===== config.mk =====
export PLATFORM = sky130hd
export DESIGN_NAME = channel_voice
export DESIGN_NICKNAME = d
export VERILOG_FILES = /design/src/rtl/channel_voice.sv
export SDC_FILE = /design/constraint.sdc
export NUM_CORES = 1
export LEC_CHECK = 0
export ABC_CLOCK_PERIOD_IN_PS = 11200
export BUFFER_PORTS_ARGS = -buffer_cell sky130_fd_sc_hd__buf_2
export CORE_ASPECT_RATIO = 1.2
export CORE_MARGIN = 2
export CORE_UTILIZATION = 50
export CTS_CLUSTER_SIZE = 25
export DETAILED_ROUTE_END_ITERATION = 8
export GPL_TIMING_DRIVEN = 0
export PLACE_DENSITY = 0.8
export SKIP_LAST_GASP = 1
export SYNTH_ARGS = -nofsm -noshare
export SYNTH_HDL_FRONTEND = slang
export SYNTH_SLANG_ARGS = --single-unit

===== constraint.sdc =====
create_clock -name i_clk -period 11.2 [get_ports i_clk]
set_clock_uncertainty 0.05 [all_clocks]
set_input_delay 0.56 -clock i_clk [delete_from_list [all_inputs] [get_ports i_clk]]
set_output_delay 0.56 -clock i_clk [all_outputs]
set_load 0.005 [all_outputs]

===== src/rtl/channel_voice.sv =====
// Per-channel voice: NCO square oscillator, note-on detect, tick-driven volume envelope, volume-scaled PWM.
// Define CHANNEL_VOICE_ENVELOPE_EN for HOLD/DECAY; otherwise a note sustains at full volume until rest.
module channel_voice #(
    parameter int HOLD_TICKS  = 8,
    parameter int DECAY_TICKS = 4
) (
    input  logic        i_clk,
    input  logic        i_rst,
    input  logic        i_tick_stb,
    input  logic [31:0] i_phase_delta,
    input  logic [7:0]  i_top,
    input  logic        i_top_valid,
    output logic        o_pwm,
    output logic        o_square,
    output logic [3:0]  o_volume,
    output logic        o_active
);

    if (HOLD_TICKS < 1 || HOLD_TICKS > 255 || DECAY_TICKS < 1 || DECAY_TICKS > 255) begin : g_bad_param
        $error("channel_voice: HOLD_TICKS and DECAY_TICKS must be in 1..255");
    end

    localparam logic [1:0] ST_IDLE = 2'd0;
`ifdef CHANNEL_VOICE_ENVELOPE_EN
    localparam logic [1:0] ST_HOLD    = 2'd1;
    localparam logic [1:0] ST_DECAY   = 2'd2;
    localparam logic [7:0] HOLD_LAST  = 8'(HOLD_TICKS - 1);
    localparam logic [7:0] DECAY_LAST = 8'(DECAY_TICKS - 1);
`else
    localparam logic [1:0] ST_SUSTAIN = 2'd3;
`endif

    logic [31:0] phase_q, phase_d;
    logic [31:0] last_delta_q, last_delta_d;
    logic [1:0]  state_q, state_d;
    logic [3:0]  volume_q, volume_d;
`ifdef CHANNEL_VOICE_ENVELOPE_EN
    logic [7:0]  tick_cnt_q, tick_cnt_d;
`else
    logic        unused_tick;
    assign unused_tick = i_tick_stb;
`endif
    logic [7:0]  top_q, top_d;
    logic [7:0]  pwm_cnt_q, pwm_cnt_d;
    logic [8:0]  duty_q, duty_d;
    logic        pwm_q, pwm_d;
    logic        note_on;
    logic        rest;
    logic        square;
    logic [12:0] duty_prod;

    assign rest    = (i_phase_delta == 32'd0);
    assign note_on = (i_phase_delta != last_delta_q) && !rest;
    assign square  = (state_q != ST_IDLE) && phase_q[31];

    // Note-on beats rest and any coincident tick; ticks only matter while a note plays.
    always_comb begin
        phase_d      = phase_q;
        last_delta_d = i_phase_delta;
        state_d      = state_q;
        volume_d     = volume_q;
`ifdef CHANNEL_VOICE_ENVELOPE_EN
        tick_cnt_d   = tick_cnt_q;
`endif
        if (note_on) begin
            phase_d  = 32'd0;
            volume_d = 4'd15;
`ifdef CHANNEL_VOICE_ENVELOPE_EN
            tick_cnt_d = 8'd0;
            state_d    = ST_HOLD;
`else
            state_d    = ST_SUSTAIN;
`endif
        end else if (rest) begin
            state_d  = ST_IDLE;
            volume_d = 4'd0;
        end else begin
            phase_d = phase_q + i_phase_delta;
`ifdef CHANNEL_VOICE_ENVELOPE_EN
            if (i_tick_stb) begin
                case (state_q)
                    ST_HOLD: begin
                        if (tick_cnt_q == HOLD_LAST) begin
                            tick_cnt_d = 8'd0;
                            state_d    = ST_DECAY;
                        end else begin
                            tick_cnt_d = tick_cnt_q + 8'd1;
                        end
                    end
                    ST_DECAY: begin
                        if (tick_cnt_q == DECAY_LAST) begin
                            tick_cnt_d = 8'd0;
                            if (volume_q <= 4'd1) begin
                                volume_d = 4'd0;
                                state_d  = ST_IDLE;
                            end else begin
                                volume_d = volume_q - 4'd1;
                            end
                        end else begin
                            tick_cnt_d = tick_cnt_q + 8'd1;
                        end
                    end
                    default: ;
                endcase
            end
`endif
        end
    end

    // Top and duty only move at the period wrap so a period never glitches.
    assign duty_prod = (13'(top_q) + 13'd1) * 13'(volume_q);

    always_comb begin
        pwm_cnt_d = pwm_cnt_q + 8'd1;
        top_d     = top_q;
        duty_d    = duty_q;
        if (pwm_cnt_q == top_q) begin
            pwm_cnt_d = 8'd0;
            duty_d    = duty_prod[12:4];
            if (i_top_valid) begin
                top_d = i_top;
            end
        end
        pwm_d = square && ({1'b0, pwm_cnt_q} < duty_q);
    end

    always_ff @(posedge i_clk or posedge i_rst) begin
        if (i_rst) begin
            phase_q      <= 32'd0;
            last_delta_q <= 32'd0;
            state_q      <= ST_IDLE;
            volume_q     <= 4'd0;
`ifdef CHANNEL_VOICE_ENVELOPE_EN
            tick_cnt_q   <= 8'd0;
`endif
            top_q        <= 8'hff;
            pwm_cnt_q    <= 8'd0;
            duty_q       <= 9'd0;
            pwm_q        <= 1'b0;
        end else begin
            phase_q      <= phase_d;
            last_delta_q <= last_delta_d;
            state_q      <= state_d;
            volume_q     <= volume_d;
`ifdef CHANNEL_VOICE_ENVELOPE_EN
            tick_cnt_q   <= tick_cnt_d;
`endif
            top_q        <= top_d;
            pwm_cnt_q    <= pwm_cnt_d;
            duty_q       <= duty_d;
            pwm_q        <= pwm_d;
        end
    end

    assign o_pwm    = pwm_q;
    assign o_square = square;
    assign o_volume = volume_q;
    assign o_active = (state_q != ST_IDLE);

endmodule


Word level (Yosys, flattened, before mapping)
Index checks and enable logic that the tools add are counted.
W data, S select, Z words.
- register bits: 96
- input port bits: 44
- output and inout bits: 7
- logic and storage cells: 31
- add/subtract/negate cells: 3
- multiply operators: 1
- order comparisons: 1
- equality and inequality tests: 3
- mux-type cells: 7
- reduce and logical (&&, ||, !) cells: 8
- operators by type and width (cell ; number):
    $mux W32 ; 2
    $add A32 B32 Y32 ; 1
    $logic_not A32 Y1 ; 1
    $ne A32 B32 Y1 ; 1
    $mul A9 B4 Y13 ; 1
    $add A8 B1 Y9 const B ; 1
    $lt A8 B9 Y1 ; 1
    $add A8 B1 Y8 const B ; 1
    $eq A8 B8 Y1 ; 1
    $mux W4 ; 2
    $mux W8 ; 1
    $mux W2 ; 2
    $reduce_bool A2 Y1 ; 2
    $logic_and A1 B1 Y1 ; 3
    $ne A2 B2 Y1 const B ; 1
    $reduce_and A2 Y1 ; 1
    $logic_not A1 Y1 ; 1

Logic depth before layout (Yosys ltp)
Gate-level depths: netlist of the first run.
- depth after elaboration: 4
- depth in mapped cells: 18
- depth with buffers taken out: 18

Worst setup path before layout of the first run
No wires, ideal clock.
- path kind: reg-to-reg
- start: register top_q[0]
- end: register duty_q[8]
- setup time: 0.125 ns
- arrival: 4.042 ns
- data required time: 11.025 ns
- path slack: 6.984 ns
- stages on the path, launching flop included: 18
- path buffers: 0
- clock period less this slack: 4.216 ns
- path through: dfstp_2 > ha_1 > xor2_1 > nand2_1 > fa_1 > inv_1 > fa_1 > ha_1 > a21o_1 > a21oi_1 > o21bai_1 > a21oi_1 > o21bai_1 > a21oi_1 > o211ai_1 > a21oi_1 > xnor2_1 > mux2_2
- word-level cells in the longest chain between the ends: 2
- elaborated cells between the ends (all ways): 3
- those cells by class: add/sub (1); mul (1); eq/ne (1)
- RTL lines (element ; line ; text):
    start, declared ; 43 ; logic [7:0] top_q, top_d;
    start signal, assigned ; 148 ; top_q <= top_d;
    $add A8 B1 Y9 ; 111 ; assign duty_prod = (13'(top_q) + 13'd1) * 13'(volume_q);
    $mul A9 B4 Y13 ; 111 ;
    end signal, assigned ; 150 ; duty_q <= duty_d;
    end, declared ; 45 ; logic [8:0] duty_q, duty_d;
Parallel ways exist; a longest one is shown, timed or not.
A chain may end at the register's enable or synchronous reset.

==> results of run 1 <==
kinds of logic after synthesis:
| family | synth area share [%] |
|---|---|
| and+or+nand+nor | 12.2 |
| adders and majority gates | 15.4 |
| xor gates and xnor gates | 13.6 |
| buffers and inverters | 3.65 |
| AOI/OAI and AO/OA | 15.3 |
| muxes | 2.21 |
| DFF | 37.7 |
final timing paths:
check,from,to,slack [ps],cells after the start
max,state_q[0],duty_q[8],6570,18
min,i_rst,duty_q[7],240,2
max reg2reg,state_q[0],duty_q[8],6570,18
min reg2reg,phase_q[21],phase_q[21],440,2
max in group asynchronous,i_rst,top_q[3],10150,3
min in group i_clk,i_phase_delta[8],last_delta_q[8],320,1
stage by stage:
stage	hold slack, ps	instances	setup WS (ps)
global route	315	840	6160
finish	241	840	6570
floorplan	397	613	6980
detailed placement	427	824	6620
CTS	274	840	6590
global placement	412	823	6650
report_power, final:
| part | switching (µW) | total [µW] | internal [µW] |
|---|---|---|---|
| Combinational | 540 | 970 | 430 |
| Clock | 130 | 305 | 174 |
| Sequential | 58.5 | 445 | 386 |
| Total | 729 | 1720 | 991 |
area by class of cell:
class | count | area (µm²)
clock inverters | 5 | 62.6
inverters | 39 | 149
clock buffers | 11 | 233
multi-input cells | 467 | 3550
fillers | 1021 | 5120
plain buffers | 16 | 75.1
repair buffers | 50 | 265
well taps | 161 | 201
flip-flops and latches | 91 | 2290
placed cells by master, fill, tap and decap left out, types with 22 or more instances in the layout:
master and n:
a21o_1 22, a21oi_1 32, buf_2 49, dfrtp_1 83, ha_1 60, inv_1 38
nand2_1 65, nor2_1 26, o21ai_0 32, xnor2_1 33, xor2_1 61
per-layer routing:
metal  track usage, %  vias up  share of wire [%]  routed length (µm)
met4             10.3        0                3.4                 468
met2             40.3      115                 53                7270
li1                 -     2275                  -                   -
met5                0        -                  0                   0
met3             3.45       40                3.2                 440
met1             26.2     2317                 41                5610
flip-flops by register name, summed over array words and instances, names as in the netlist:
name          count
duty_q            9
top_q             8
state_q           1
pwm_cnt_q         8
o_pwm             1
last_delta_q     32
phase_q          32
==> impl_results.md, run 1 <==
- Status: finished, final reports clean
- Average wire per standard cell: roughly 16 µm
- Syn Nets: 725
- DR DRC count: 0
- Antenna Nets Post-Route: 0
- Setup-failing EPs final: 0
- CTS sink count: 91
- Fin. max-slew vios: 0
- Critical path's top delay family: compound AO/OA/AOI/OAI gates
- Hold Path Class: input port to async pin
- Router iterations before antenna repair: 5
- Final net count: 786
- Vias/cell: around 5.7
- Post-DP Area: 6530 µm²
- Initial antenna violation count: 0
- Hold buffer count at cts: 0
- Final hold viol count: 0
- IO buf count: 49
- CTS tree: built
- Synth area leader: dfrtp_1
- Synth top area share: 34.3%
- Largest net degree at the start of global routing: 50
- Crit. End Element: register
- TritonCTS Buffers: 9
- CTS Root Cell: clkbuf_16
- Critical path's slowest cell: fa_1
- Flops & latches, synth: 91
- Average cell area after synthesis: 9.89 µm²
- Req. time, crit path: about 11000 ps
- Initial Util: 50.7%
- Worst-path clk slew: around 70 ps
- Max Cap Viol: 0
- Die W: between 100 and 150 µm
- Cell count after synthesis: 613
- Overall Power: 1720 µW
- Number of global-route vias before repair: between 4000 and 5000
- PD cells: 252 nW/µm²
- Sequential area share after synthesis: around 38%
- GRT Util Overall: 22.5%
- Tmin final: roughly 4600 ps
- CP arrival: between 4000 and 5000 ps
- Total Wirelength: 13800 µm
- Std-Cell Rows: 44
- Worst skew pair latency: 350 ps
- Synth warn: 0
- Worst-path fanout max: 9
- Area delta synth->final: 12.6%
- Most frequent cells after synthesis: 83 x dfrtp_1, 65 x nand2_1, 61 x xor2_1
- Longest Clk Path Bufs: 2
- Worst path bufs/invs: 4
- Top-count cell post-synth: dfrtp_1
- Async set-reset flop share out of synthesis: 100%
- Slew Limit Headroom: a little over half
- Worst slew pin tran: 716 ps
- Synth cell types: 55
- Final core occ: a little under three fifths
- DP Wirelength: approximately 11000 µm
- # IOs: 51
- Highest Clock Rate: 216 MHz
- Via Count: 4747
- Startpoint Class: register
- Crit path kind: register to register
- Period utilization: 41.4%
- First-pass GRT wire length: 23500 µm
- Ranking of synthesized cells by area: dfrtp_1 34%, ha_1 12%, xor2_1 8.8%
- CP dominant cell by count: a21oi_1
- Iter 0 DRT Violations: between 200 and 300
- Antenna diodes: 0
- VDD IR max: around 200 µV
- H-Tree Depth: 3
- Post-route design area: a little under 7000 µm²
- Ys flop type: dfrtp_1
- Die area: roughly 13000 µm²
- Setup bufs post-CTS: 0
- Leakage: approximately 0.0033 µW
- Core box area: 11900 µm²
- Total gr overflow: 0
- Setup TNS: 0 ps
- Worst path cell trace: clkbuf_1 > inv_1 > nor2_1 > inv_1 > fa_1 > inv_1 > fa_1 > ha_1 > a21o_1 > a21oi_1 > o21bai_1 > a21oi_1 > o21bai_1 > a21oi_1 > o211ai_1 > a21oi_1 > xnor2_1 > mux2_2
- Post-CTS Resized: 0
- Die Y-Extent: roughly 120 µm
- RePlAce Congestion: 0.882
- RSZ-0062 raised after global routing: false
- Post-synth EDFFs: 0
- Mapped Area: 6060 µm²
- Crit path largest cell delay: 470 ps
- Layout cell share with drive strength beyond 1: 14.4%
No activity file was read; power rests on OpenSTA's default activity.
==> run 2, diff against run 1 <==
--- a/config.mk
+++ b/config.mk
@@ -5,7 +5,7 @@
 export SDC_FILE = /design/constraint.sdc
 export NUM_CORES = 1
 export LEC_CHECK = 0
-export ABC_CLOCK_PERIOD_IN_PS = 11200
+export ABC_CLOCK_PERIOD_IN_PS = 4100
 export BUFFER_PORTS_ARGS = -buffer_cell sky130_fd_sc_hd__buf_2
 export CORE_ASPECT_RATIO = 1.2
 export CORE_MARGIN = 2
@@ -13,7 +13,7 @@
 export CTS_CLUSTER_SIZE = 25
 export DETAILED_ROUTE_END_ITERATION = 8
 export GPL_TIMING_DRIVEN = 0
-export PLACE_DENSITY = 0.8
+export PLACE_DENSITY = 0.82
 export SKIP_LAST_GASP = 1
 export SYNTH_ARGS = -nofsm -noshare
 export SYNTH_HDL_FRONTEND = slang
==> constraint.sdc (replaced) <==
create_clock -name i_clk -period 4.1 [get_ports i_clk]
set_clock_uncertainty 0.05 [all_clocks]
set_input_delay 0.205 -clock i_clk [delete_from_list [all_inputs] [get_ports i_clk]]
set_output_delay 0.205 -clock i_clk [all_outputs]
set_load 0.005 [all_outputs]
==> impl_results.md, run 2 (synthesis gave the netlist of run 1 again) <==
- Status: finished, violations left
- Violated checks: negative setup slack
- FILL cells: 970 (-5.0%)
- CTS sink count: 91 (unchanged)
- Router iterations before antenna repair: 5 (unchanged)
- Worst R2R Path Depth: 17 (-1)
- Logic pwr share: 61.8% (+5.4 points)
- Final net count: 824 (+4.8%)
- Pre-CTS setup slack: -411 ps (-7040 ps)
- R2R Setup Slk: -2 ps (-6570 ps)
- # IOs: 51 (unchanged)
- Multi-input logic area: 3600 µm² (+1.3%)
- Critical path's slowest cell: dfstp_2
- Total gr overflow: 0 (unchanged)
- Most common cell after layout, fill and taps aside: dfrtp_1
- VDD IR max: 654 µV (+230%)
- H-Tree Depth: 3 (unchanged)
- Final Worst Setup Slack: -2.20 ps (-6570 ps)
- Die W: 105 µm (unchanged)
- Period utilization: 100% (+59 points)
- Net Sw Frac: 40.6% (-1.8 points)
- Average wire per standard cell: 16.3 µm (-0.52%)
- Slew Limit Headroom: 53.3% (+1.2 points)
- Critical path's top delay family: adder cells
- GRT Util Overall: 22.9% (+0.48 points)
- Area delta synth->final: 19.4%
- Max Cap Viol: 0 (unchanged)
- Highest Clock Rate: 244 MHz (+13%)
- Final hold viol count: 0 (unchanged)
- Worst path cell trace: ha_4 > xor2_1 > nand2_1 > fa_1 > inv_2 > fa_1 > ha_1 > a21o_1 > a21oi_2 > o21bai_2 > a21oi_2 > o21bai_2 > a21oi_2 > o211ai_1 > a21oi_1 > xnor2_1 > mux2_4
- Core box area: 11900 µm² (unchanged)
- Largest regs: last_delta_q x32, phase_q x32, duty_q x9
- Hold slack: 9.49 ps (-231 ps)
- Die area: 13000 µm² (unchanged)
- Die Y-Extent: 125 µm (unchanged)
- TritonCTS Buffers: 9 (unchanged)
- Fin. max-slew vios: 0 (unchanged)
- Crit path largest cell delay: 560 ps (+90 ps)
- Most frequent cells in the layout: 82 x dfrtp_1, 64 x nand2_1, 61 x xor2_1, 59 x ha_1, 49 x buf_2
- Initial Util: 50.7% (unchanged)
- Worst-path clk slew: 70 ps (about the same)
- Largest net degree at the start of global routing: 75 (+50%)
- Crit path kind: register to register
- Hold Path Class: input port to register
- Req. time, crit path: 4280 ps (-7100 ps)
- Worst-path fanout max: 3 (-6)
- Clock power share: 15.8% (-1.9 points)
- Post-route design area: 7240 µm² (+6.0%)
- Setup-failing EPs final: 1 (+1)
- CP dominant cell by count: a21oi_2
- Post-DP Area: 6550 µm² (+0.23%)
- Worst path bufs/invs: 1 (-3)
- RePlAce Congestion: 0.900 (+2.0%)
- RSZ-0062 raised after global routing: true
- Cell count along the critical path: 17 (-1)
- CTS Root Cell: clkbuf_16
- Sequential group share of total power: 22.4% (-3.5 points)
- Number of global-route vias before repair: 5107 (+3.0%)
- Std-Cell Rows: 44 (unchanged)
- Worst skew pair latency: 340 ps (about the same)
- CP arrival: 4280 ps (-530 ps)
- Sw Pwr: 2200 µW (+200%)
- Via Count: 4920 (+3.6%)
- Initial antenna violation count: 0 (unchanged)
- DP Wirelength: 10500 µm (-0.58%)
- Layout cell share with drive strength beyond 1: 17.3% (+2.9 points)
- Longest Clk Path Bufs: 2 (unchanged)
- Worst hold path stage count: 1
- IO buf count: 49 (unchanged)
- CTS tree: built
- P_int: 3220 µW (+220%)
- Tmin final: 4100 ps (-531 ps)
- Antenna diodes: 0 (unchanged)
- Iter 0 DRT Violations: 285 (+12%)
- FF/Latch Area: 2290 µm² (about the same)
- Startpoint Class: register
- PD cells: 749 nW/µm² (+200%)
- Total Wirelength: 14300 µm (+3.9%)
- Vias/cell: 5.61 (-0.73%)
- Worst slew pin tran: 698 ps (-17.7 ps)
- Crit. End Element: register
- DR DRC count: 0 (unchanged)
- Leakage: 0.00345 µW (+5.9%)
- Antenna Nets Post-Route: 0 (unchanged)
- First-pass GRT wire length: 24100 µm (+2.6%)
==> run 2: path summary, 6_finish.rpt <==
check,from,to
setup / recovery,top_q[1],duty_q[8]
hold / removal,i_phase_delta[10],last_delta_q[10]
setup reg to reg,top_q[1],duty_q[8]
hold reg to reg,phase_q[0],phase_q[0]
max in group asynchronous,i_rst,last_delta_q[0]
min in group asynchronous,i_rst,duty_q[3]
==> run 2: cell type report <==
| cell class | count | area share, % |
|---|---|---|
| plain buffers | 15 | 0.985 |
| clock buffers | 11 | 3.49 |
| clock inverters | 4 | 0.692 |
| inverters | 39 | 2.06 |
| multi-input cells | 467 | 49.7 |
| flip-flops and latches | 91 | 31.6 |
| well taps | 161 | 2.78 |
| repair buffers | 89 | 8.64 |
==> run 2: routing by layer <==
metal | up-vias | wire [µm] | share of wire (%) | track usage, %
met5 | - | 0 | 0 | 0
met4 | 0 | 388 | 2.7 | 10.4
met3 | 32 | 482 | 3.4 | 2.25
met2 | 130 | 7680 | 54 | 42.1
met1 | 2420 | 5780 | 40 | 26.8
li1 | 2338 | - | - | -
==> run 2: stage by stage <==
step | power [µW] | setup TNS, ps | std cells | utilization, %
6_report | 5420 | -2.20 | 877 | 60.6
5_1_grt | 5850 | -269 | 877 | 60.6
4_1_cts | 5170 | 0 | 865 | 59.7
3_5_place_dp | 3930 | -604 | 824 | 54.8
3_3_place_gp | 3780 | -284 | 823 | 54.5
2_1_floorplan | 3330 | 0 | 613 | -
==> run 2: power groups by stage <==
stage                     combinational [µW]  clock (µW)  sequential [µW]
after floorplan                         2150           0             1180
after global placement                  2550           0             1230
after detailed placement                2690           0             1240
after CTS                               3090         867             1210
after global routing                    3710         905             1230
final                                   3350         855             1210
==> run 2: worst reg2reg max path: cells and delay by family (launching register included) <==
family / cells / cell delay, ps
xor+xnor: 2 / 250
flops: 1 / 560
simple gates: 1 / 100
mux: 1 / 260
buf+inv: 1 / 50
fa+ha+maj: 4 / 1420
compound gates: 8 / 1310
==> run 2: what timing repair did <==
| item | in CTS | in global routing |
|---|---|---|
| hold buffers | 22 | 2 |
| pin swaps | 6 | 14 |
| endpoints found under the setup margin | 4 | 4 |
| buffers inserted | 5 | 10 |
| endpoints found under the hold margin | 30 | 2 |
| resized for setup | 6 | 4 |
==> run 3, diff against run 2 <==
--- a/config.mk
+++ b/config.mk
@@ -13,7 +13,7 @@
 export CTS_CLUSTER_SIZE = 25
 export DETAILED_ROUTE_END_ITERATION = 8
 export GPL_TIMING_DRIVEN = 0
-export PLACE_DENSITY = 0.82
+export PLACE_DENSITY = 0.71
 export SKIP_LAST_GASP = 1
 export SYNTH_ARGS = -nofsm -noshare
 export SYNTH_HDL_FRONTEND = slang
==> impl_results.md, run 3 (synthesis gave the netlist of run 1 again) <==
- Status: finished, final reports clean
- Core box area: 11900 µm² (unchanged)
- Longest Clk Path Bufs: 2 (unchanged)
- Vias/cell: 5.47 (-2.4%)
- Initial Util: 50.7% (unchanged)
- RePlAce Congestion: 0.919 (+2.1%)
- Antenna Nets Post-Route: 0 (unchanged)
- Highest Clock Rate: 247 MHz (+1.5%)
- Via Count: 4816 (-2.1%)
- Worst skew pair latency: 340 ps (about the same)
- FF-to-FF Start: top_q[1]
- Crit path kind: register to register
- Tmin final: 4040 ps (-61.4 ps)
- PD cells: 764 nW/µm² (+2.1%)
- Worst-path fanout max: 3 (unchanged)
- Layout cell share with drive strength beyond 1: 17.2% (-0.072 points)
- CTS sink count: 91 (unchanged)
- Req. time, crit path: 4270 ps (about the same)
- Worst path cell trace: ha_4 > xor2_1 > nand2_1 > fa_1 > inv_1 > fa_1 > ha_1 > a21o_1 > a21oi_4 > o21bai_4 > a21oi_2 > o21bai_1 > a21oi_2 > o211ai_1 > a21oi_1 > xnor2_1 > mux2_2
- Most frequent cells in the layout: 82 x dfrtp_1, 64 x nand2_1, 60 x xor2_1, 58 x ha_1, 49 x buf_2
- IO buf count: 49 (unchanged)
- Critical Path Start: top_q[1]
- Leakage: 0.00345 µW (+0.10%)
- Critical path endpoint: duty_q[8]
- Critical path's top delay family: adder cells
- Area delta synth->final: 20.5%
- Most common cell after layout, fill and taps aside: dfrtp_1
- Sw Pwr: 2380 µW (+8.2%)
- Setup TNS: 0 ps (+2.20 ps)
- CTS Root Cell: clkbuf_16
- FILL cells: 1021 (+5.3%)
- Crit path largest cell delay: 570 ps (about the same)
- Multi-input logic area: 3640 µm² (+1.0%)
- Final hold viol count: 0 (unchanged)
- Iter 0 DRT Violations: 213 (-25%)
- RSZ-0062 raised after global routing: true
- Hold Path Class: input port to register
- Reg2reg end: duty_q[8]
- Largest regs: last_delta_q x32, phase_q x32, duty_q x9
- Final non-filler cell total: 880 (+0.34%)
- R2R Setup Slk: 60 ps (+60 ps)
- H-Tree Depth: 3 (unchanged)
- DR DRC count: 0 (unchanged)
- Die Y-Extent: 125 µm (unchanged)
- Cell count along the critical path: 17 (unchanged)
- Average wire per standard cell: 16.2 µm (-1.1%)
- Total gr overflow: 0 (unchanged)
- Worst slew pin tran: 721 ps (+22.5 ps)
- Std-Cell Rows: 44 (unchanged)
- Initial antenna violation count: 0 (unchanged)
- Worst R2R Path Depth: 17 (unchanged)
- TritonCTS Buffers: 9 (unchanged)
- Setup-failing EPs final: 0 (-1)
- Max Cap Viol: 0 (unchanged)
- CTS tree: built
- Logic pwr share: 63.0% (+1.2 points)
- Worst path bufs/invs: 1 (unchanged)
- DP Wirelength: 10400 µm (-1.2%)
- Worst-path clk slew: 70 ps (about the same)
- Period utilization: 98.6% (-1.5 points)
- Fin. max-slew vios: 0 (unchanged)
- Crit. End Element: register
- Clock power share: 15.2% (-0.6 points)
- FF/Latch Area: 2290 µm² (unchanged)
- VDD IR max: 553 µV (-15%)
- Sequential group share of total power: 21.8% (-0.6 points)
- Slew Limit Headroom: 51.8% (-1.5 points)
- Net Sw Frac: 42.6% (+2.0 points)
- GRT Util Overall: 22.7% (-0.23 points)
- Die W: 105 µm (unchanged)
- Total Wirelength: 14200 µm (-0.71%)
- Cells after DPL: 824 (unchanged)
- Largest net degree at the start of global routing: 73 (-2.7%)
- Number of global-route vias before repair: 4909 (-3.9%)
- Startpoint Class: register
- Critical path's slowest cell: dfstp_2
- First-pass GRT wire length: 23700 µm (-1.7%)
- P_int: 3210 µW (-0.39%)
- Antenna diodes: 0 (unchanged)
- # IOs: 51 (unchanged)
- Worst hold path stage count: 1 (unchanged)
- Router iterations before antenna repair: 4 (-1)
- Final net count: 826 (+0.24%)
- CP arrival: 4210 ps (-70 ps)
- Die area: 13000 µm² (unchanged)
## run 3: power by group through the flow
stage | Clock, µW | Sequential (µW) | Combinational [µW]
after floorplan | 0 | 1180 | 2150
after global placement | 0 | 1230 | 2670
after detailed placement | 0 | 1230 | 2840
after CTS | 868 | 1210 | 3230
after global routing | 910 | 1230 | 3940
final | 851 | 1220 | 3520
## run 3: repair_timing
item | 4_1_cts | 5_1_grt
setup buffers | 6 | 5
pin swaps | 7 | 10
hold buffers | 29 | 1
cloned | 0 | 0
hold endpoints to repair | 39 | 1
gates resized for setup | 5 | 10
endpoints found under the setup margin | 3 | 4
## run 3: how the worst min path moves through the flow
stage | start | endpoint | slack (ps)
detailed placement | i_rst | pwm_cnt_q[5] | 120
floorplan | i_phase_delta[0] | last_delta_q[0] | 190
global route | i_phase_delta[25] | last_delta_q[25] | 3
finish | i_phase_delta[31] | last_delta_q[31] | 20
CTS | i_phase_delta[4] | last_delta_q[4] | 7
global placement | i_phase_delta[9] | last_delta_q[9] | 320
## run 3: worst reg2reg max path: stages, from the launching register on
cell	delay (ps)
dfstp_2	570
ha_4	150
xor2_1	150
nand2_1	120
fa_1	510
inv_1	70
fa_1	430
ha_1	280
a21o_1	190
a21oi_4	190
o21bai_4	100
a21oi_2	150
o21bai_1	100
a21oi_2	180
o211ai_1	140
a21oi_1	190
xnor2_1	80
mux2_2	260
## run 3: final cells by class
class / count / area share (%)
multi-input cells: 467 / 49.8
inverters: 39 / 2.04
well taps: 161 / 2.76
clock buffers: 11 / 3.32
clock inverters: 5 / 0.856
repair buffers: 91 / 8.97
plain buffers: 15 / 0.976
flip-flops and latches: 91 / 31.3
## run 3: metrics by stage
stage | power [µW] | setup slack [ps] | utilization (%) | hold WS, ps | area (µm²)
2_1_floorplan | 3330 | 13.2 | - | 186 | 6070
3_5_place_dp | 4070 | -413 | 54.8 | 123 | 6550
3_3_place_gp | 3900 | -258 | 54.5 | 325 | 6520
6_report | 5590 | 59.2 | 61.2 | 15.9 | 7310
5_1_grt | 6080 | -156 | 61.2 | 3.03 | 7310
4_1_cts | 5310 | 0.250 | 60.3 | 7.04 | 7200
## run 3: routing by layer
metal  global-route usage, %  up-vias  wire [µm]
li1                        -     2344          -
met1                    26.7     2360       5790
met2                    41.6       87       7760
met3                    3.51       25        386
met4                    7.87        0        295
met5                       0        -          0
